**config.mk**
```make
export PLATFORM = sky130hd
export DESIGN_NAME = fifo_sync_v2
export DESIGN_NICKNAME = d
export VERILOG_FILES = /design/src/rtl/fifo_pkg.sv /design/src/rtl/fifo_dpram.sv /design/src/rtl/fifo_sync_v2.sv
export SDC_FILE = /design/constraint.sdc
export NUM_CORES = 1
export LEC_CHECK = 0
export CORE_ASPECT_RATIO = 0.5
export CORE_UTILIZATION = 57
export DETAILED_ROUTE_END_ITERATION = 8
export PLACE_DENSITY = 0.77
export SLEW_MARGIN = 10
export SYNTH_ARGS = -nofsm -noshare
export SYNTH_HDL_FRONTEND = slang
export SYNTH_HIERARCHICAL = 1
export SYNTH_SLANG_ARGS = --single-unit
```
**constraint.sdc**
```tcl
create_clock -name clk -period 3 [get_ports clk]
set_input_delay 0.6 -clock clk [delete_from_list [all_inputs] [get_ports clk]]
set_output_delay 0.6 -clock clk [all_outputs]
set_load 0.01 [all_outputs]
```
**src/rtl/fifo_pkg.sv**
```systemverilog
// Shared constants and elaboration helpers for the synchronous FIFO family.
// Read-mode selectors and a power-of-two check used at elaboration time.
package fifo_pkg;

    localparam int FIFO_MODE_STD  = 0;
    localparam int FIFO_MODE_FWFT = 1;

    function automatic bit is_pow2(input int n);
        return (n >= 2) && ((n & (n - 1)) == 0);
    endfunction

    function automatic bit thresh_ok(input int thresh, input int depth);
        return (thresh >= 0) && (thresh <= depth);
    endfunction

endpackage

```
**src/rtl/fifo_dpram.sv**
```systemverilog
// Storage array for the FIFO: one synchronous write port, one asynchronous read port.
// No reset; contents are only meaningful where the pointer logic says so.
module fifo_dpram #(
    parameter int DATAWIDTH = 8,
    parameter int DEPTH     = 8,
    parameter int ADDR_W    = $clog2(DEPTH)
) (
    input  logic                 clk,
    input  logic                 we,
    input  logic [ADDR_W-1:0]    waddr,
    input  logic [DATAWIDTH-1:0] wdata,
    input  logic [ADDR_W-1:0]    raddr,
    output logic [DATAWIDTH-1:0] rdata
);

    logic [DATAWIDTH-1:0] mem [DEPTH];

    always_ff @(posedge clk) begin
        if (we) begin
            mem[waddr] <= wdata;
        end
    end

    assign rdata = mem[raddr];

endmodule

```
**src/rtl/fifo_sync_v2.sv**
```systemverilog
// Single-clock FIFO with occupancy count, almost-full/empty thresholds, sticky
// overflow/underflow flags, synchronous flush and standard or FWFT read mode.
module fifo_sync_v2
    import fifo_pkg::*;
#(
    parameter int DATAWIDTH = 8,
    parameter int DEPTH     = 8,
    parameter int PTR_LEN   = $clog2(DEPTH),
    parameter int AF_THRESH = DEPTH - 1,
    parameter int AE_THRESH = 1,
    parameter int FWFT      = FIFO_MODE_STD
) (
    input  logic                 clk,
    input  logic                 rst,
    input  logic                 clr,
    input  logic [DATAWIDTH-1:0] data_in,
    input  logic                 wr_en,
    input  logic                 rd_en,
    output logic [DATAWIDTH-1:0] data_out,
    output logic                 rd_valid,
    output logic                 full,
    output logic                 empty,
    output logic                 almost_full,
    output logic                 almost_empty,
    output logic [PTR_LEN:0]     count,
    output logic                 overflow,
    output logic                 underflow
);

    // Handshake: a write is taken on any edge where wr_en && !full && !clr, a read
    // on any edge where rd_en && !empty && !clr; requests against full/empty are
    // dropped (not stalled) and recorded in the sticky overflow/underflow flags.

    if (!is_pow2(DEPTH)) begin : g_chk_depth
        $error("fifo_sync_v2: DEPTH must be a power of two >= 2");
    end
    if (!thresh_ok(AF_THRESH, DEPTH)) begin : g_chk_af
        $error("fifo_sync_v2: AF_THRESH must lie in 0..DEPTH");
    end
    if (!thresh_ok(AE_THRESH, DEPTH)) begin : g_chk_ae
        $error("fifo_sync_v2: AE_THRESH must lie in 0..DEPTH");
    end
    if (PTR_LEN != $clog2(DEPTH)) begin : g_chk_ptr
        $error("fifo_sync_v2: PTR_LEN is derived from DEPTH and must not be overridden");
    end

    localparam logic [PTR_LEN:0] PTR_ONE = 1;
    localparam logic [PTR_LEN:0] AF_LVL  = (PTR_LEN + 1)'(AF_THRESH);
    localparam logic [PTR_LEN:0] AE_LVL  = (PTR_LEN + 1)'(AE_THRESH);

    logic [PTR_LEN:0]     wr_ptr;
    logic [PTR_LEN:0]     rd_ptr;
    logic                 wr_accept;
    logic                 rd_accept;
    logic                 overflow_q;
    logic                 underflow_q;
    logic [DATAWIDTH-1:0] mem_rdata;

    // Flags and count derive only from registered pointers.
    assign full  = (wr_ptr[PTR_LEN] != rd_ptr[PTR_LEN]) &&
                   (wr_ptr[PTR_LEN-1:0] == rd_ptr[PTR_LEN-1:0]);
    assign empty = (wr_ptr == rd_ptr);
    assign count = wr_ptr - rd_ptr;

    assign almost_full  = (count >= AF_LVL);
    assign almost_empty = (count <= AE_LVL);

    assign wr_accept = wr_en && !full  && !clr;
    assign rd_accept = rd_en && !empty && !clr;

    always_ff @(posedge clk or negedge rst) begin
        if (!rst) begin
            wr_ptr      <= '0;
            rd_ptr      <= '0;
            overflow_q  <= 1'b0;
            underflow_q <= 1'b0;
        end else if (clr) begin
            wr_ptr      <= '0;
            rd_ptr      <= '0;
            overflow_q  <= 1'b0;
            underflow_q <= 1'b0;
        end else begin
            if (wr_accept) begin
                wr_ptr <= wr_ptr + PTR_ONE;
            end
            if (rd_accept) begin
                rd_ptr <= rd_ptr + PTR_ONE;
            end
            if (wr_en && full) begin
                overflow_q <= 1'b1;
            end
            if (rd_en && empty) begin
                underflow_q <= 1'b1;
            end
        end
    end

    assign overflow  = overflow_q;
    assign underflow = underflow_q;

    fifo_dpram #(
        .DATAWIDTH (DATAWIDTH),
        .DEPTH     (DEPTH),
        .ADDR_W    (PTR_LEN)
    ) u_mem (
        .clk   (clk),
        .we    (wr_accept),
        .waddr (wr_ptr[PTR_LEN-1:0]),
        .wdata (data_in),
        .raddr (rd_ptr[PTR_LEN-1:0]),
        .rdata (mem_rdata)
    );

    if (FWFT == FIFO_MODE_FWFT) begin : g_fwft
        // Head word is presented continuously; rd_en only acknowledges it.
        assign data_out = mem_rdata;
        assign rd_valid = !empty;
    end else begin : g_std
        logic [DATAWIDTH-1:0] data_q;
        logic                 valid_q;

        // data_out holds the last word read; only flush or reset clears it.
        always_ff @(posedge clk or negedge rst) begin
            if (!rst) begin
                data_q  <= '0;
                valid_q <= 1'b0;
            end else if (clr) begin
                data_q  <= '0;
                valid_q <= 1'b0;
            end else begin
                valid_q <= rd_accept;
                if (rd_accept) begin
                    data_q <= mem_rdata;
                end
            end
        end

        assign data_out = data_q;
        assign rd_valid = valid_q;
    end

endmodule

```
==> results of run 1 <==
## power by group through the flow
stage	Combinational (mW)	Clock, mW	Sequential [mW]
finish	0.496	0.979	1.30
global route	0.534	1.05	1.31
detailed placement	0.483	0	1.33
CTS	0.485	1.00	1.30
floorplan	0.291	0	1.33
global placement	0.472	0	1.32
## tightest hold or removal path: cells and delay by family (launching register included)
kind	cells	cell delay (ps)
simple gates	1	70
compound gates	1	40
flops	1	340
## timing repair
action                                  4_1_cts  5_1_grt
buffers inserted                              0        3
cloned                                        0        0
endpoints found under the setup margin        2        1
resized for setup                             3        4
## state kept, by name, summed over array words and instances, names as in the netlist
register   flops
u_mem/mem     64
rd_valid       1
rd_ptr         4
data_out       8
overflow       1
underflow      1
wr_ptr         4
## stage by stage
step	util	power, mW
finish	0.721	2.78
detailed placement	0.671	1.81
floorplan	-	1.63
global placement	0.671	1.79
CTS	0.716	2.79
global route	0.721	2.89
## logic make-up after synthesis
family / share of synthesized area
AND/OR/NAND/NOR: 0.0686
XOR/XNOR: 0.00926
multiplexers: 0.179
flip-flops: 0.657
buffers and inverters: 0.0278
adder cells (fa/ha/maj): 0.0226
AO/OA/AOI/OAI: 0.0357
## synth_stat cells (3+ instances only)
master / n / area share
a21oi_1: 6 / 0.0082
clkbuf_1: 4 / 0.0041
dfrtp_1: 19 / 0.13
edfxtp_1: 64 / 0.53
ha_1: 5 / 0.017
inv_1: 8 / 0.0082
mux2_2: 14 / 0.043
mux2i_1: 8 / 0.022
mux4_1: 15 / 0.11
nand2_1: 20 / 0.021
nand2b_1: 3 / 0.0051
nor2_1: 19 / 0.020
nor2b_1: 4 / 0.0069
## cell type report
type | instances | share of cell area
well taps | 88 | 0.0249
clock inverters | 6 | 0.00934
clock buffers | 10 | 0.0518
flip-flops and latches | 83 | 0.543
inverters | 8 | 0.00679
repair buffers | 49 | 0.100
multi-input cells | 119 | 0.264
## worst paths after layout
path	to	depth (start not counted)	slack, ps
worst max-delay path	almost_empty	6	100
worst min-delay path	overflow	2	500
worst max register to register	u_mem/mem[0][2]	8	600
worst min register to register	overflow	2	500
max in group asynchronous	wr_ptr[0]	1	1640
min in group asynchronous	overflow	1	770
## per-layer routing
metal / up-vias / share of wire / global-route usage
li1: 944 / - / -
met5: - / 0 / 0
met3: 12 / 0.045 / 0.0649
met2: 59 / 0.46 / 0.350
met1: 1011 / 0.48 / 0.304
met4: 0 / 0.015 / 0.0816
==> metrics.md, run 1 <==
| Metric | Value |
|---|---|
| Status | `finished clean` |
| Inst Count DP | `344` |
| Max cap viols | `0` |
| Hold path start | `overflow` |
| Die Width | `115 µm` |
| Post-synth cell types | `35` |
| Synth Cell Area | `0.00365 mm²` |
| Initial core utilization | `0.595` |
| #FFs+latches synth | `83` |
| Layout cells sized above 1 | `0.207` |
| DRT iter0 DRCs | `134` |
| Fraction of registers with async set or reset after synthesis | `0.229` |
| Post-route DRC | `0` |
| CP Max Fanout | `6` |
| Skew final | `4.54 ps` |
| First-pass GRT wire length | `about 11000 µm` |
| Setup total negative slack | `0 ps` |
| Max clock buf depth | `2` |
| Final setup fails | `0` |
| Routed WL | `roughly 6700 µm` |
| Maximum clock rate | `0.345 GHz` |
| Crit path kind | `register to output pin` |
| Htree depth | `3` |
| Remaining antenna violation count | `0` |
| Clock root buffer | `clkbuf_16` |
| Hold Slack | `497 ps` |
| Nets@finish | `289` |
| Number of cell rows | `20` |
| Tmin final | `2900 ps` |
| Syn. warnings | `6` |
| Worst Path Arrival | `2300 ps` |
| CP Launch Type | `register` |
| CTS Buf Count | `9` |
| Drt wl/cell | `roughly 18 µm` |
| Final Cycle Share | `0.966` |
| Slew @ Worst Pin | `876 ps` |
| Final WS setup | `between 100 and 150 ps` |
| CP Capture Type | `output pin` |
| Post-DP Area | `0.00411 mm²` |
| Die Y | `58.6 µm` |
| Commonest non-fill, non-tap cells in the layout | `edfxtp_1, clkdlybuf4s50_1, nand2_1` |
| Die area | `0.00675 mm²` |
| Sw frac | `0.243` |
| Crit path buf inv count | `2` |
| Antenna Cells | `0` |
| Initial antenna violation count | `0` |
| DR vias/cell | `5.58` |
| Via count | `about 2000` |
| Core Box Area | `0.00613 mm²` |
| Psw | `0.676 mW` |
| Area added between synthesis and finish | `21.2%` |
| CP max stage delay | `520 ps` |
| Part of the power in registers | `0.469` |
| CP max stage cell | `clkdlybuf4s50_1` |
| Top delay family on crit path | `buffers and inverters` |
| Multi-input gate area | `0.00117 mm²` |
| VDD IR max | `roughly 0.45 mV` |
| Post-synth EDFFs | `64` |
| Count of pins over their slew limit | `0` |
| Worst skew pair latency | `330 ps` |
| Largest net degree at the start of global routing | `21` |
| DP HPWL | `between 4000 and 5000 µm` |
| Crit path from | `wr_ptr[0]` |
| Clock network power share | `0.353` |
| Number of global-route vias before repair | `~2000` |
| Comb pwr share | `0.178` |
| TritonCTS clock tree | `done` |
| Leak Pwr | `1.63 nW` |
| Mapped Cells | `220` |
| Hold-fix buffers, CTS | `0` |
| Pre-antenna DRT Iters | `4` |
| Final std cells w/o fill | `around 360` |
| Pwr per Cell Area | `628 mW/mm²` |
| Dpl ws | `between 200 and 250 ps` |
| Synthesized area per cell | `16.6 µm²` |
| I/O Buffers | `31` |
| FILL cells | `383` |
| Pint | `about 2.1 mW` |
| Hold Path Class | `register to register` |
| Most common cell after layout, fill and taps aside | `edfxtp_1` |
| Clock-pin slew of the registers on the worst-case setup and hold paths | `60 ps` |
| Final Hold Violating Endpoints | `0` |
| Clock sink total | `just over 80` |
| GRT Util Overall | `0.223` |
| GR Overflow Total | `0` |
| Register area | `0.00240 mm²` |
| Worst slew margin | `0.414` |
| Seq/Total Area, Yosys | `0.657` |
| Worst path cell trace | `inv_1 > ha_1 > fa_2 > xor2_2 > o211a_1 > clkdlybuf4s50_1` |
| IO Pins | `32` |
| Post-route cell area | `roughly 0.0044 mm²` |
| CP required | `2400 ps` |
| RePlAce Congestion | `0.890` |
| RSZ-0062 raised after global routing | `no` |
| Primary FF master, synth | `edfxtp_1` |
| Critical R2R Launch | `rd_ptr[1]` |
| Synth Net Count | `239` |
Note: power is estimated with default switching activity, not from simulation.
==> run 2, diff against run 1 <==
--- a/config.mk
+++ b/config.mk
@@ -7,6 +7,7 @@
 export LEC_CHECK = 0
 export CORE_ASPECT_RATIO = 0.5
 export CORE_UTILIZATION = 57
+export CTS_CLUSTER_SIZE = 28
 export DETAILED_ROUTE_END_ITERATION = 8
 export PLACE_DENSITY = 0.77
 export SLEW_MARGIN = 10
==> results of run 2 <==
Same layout as run 1: the final DEF is identical, and so are final timing and power.
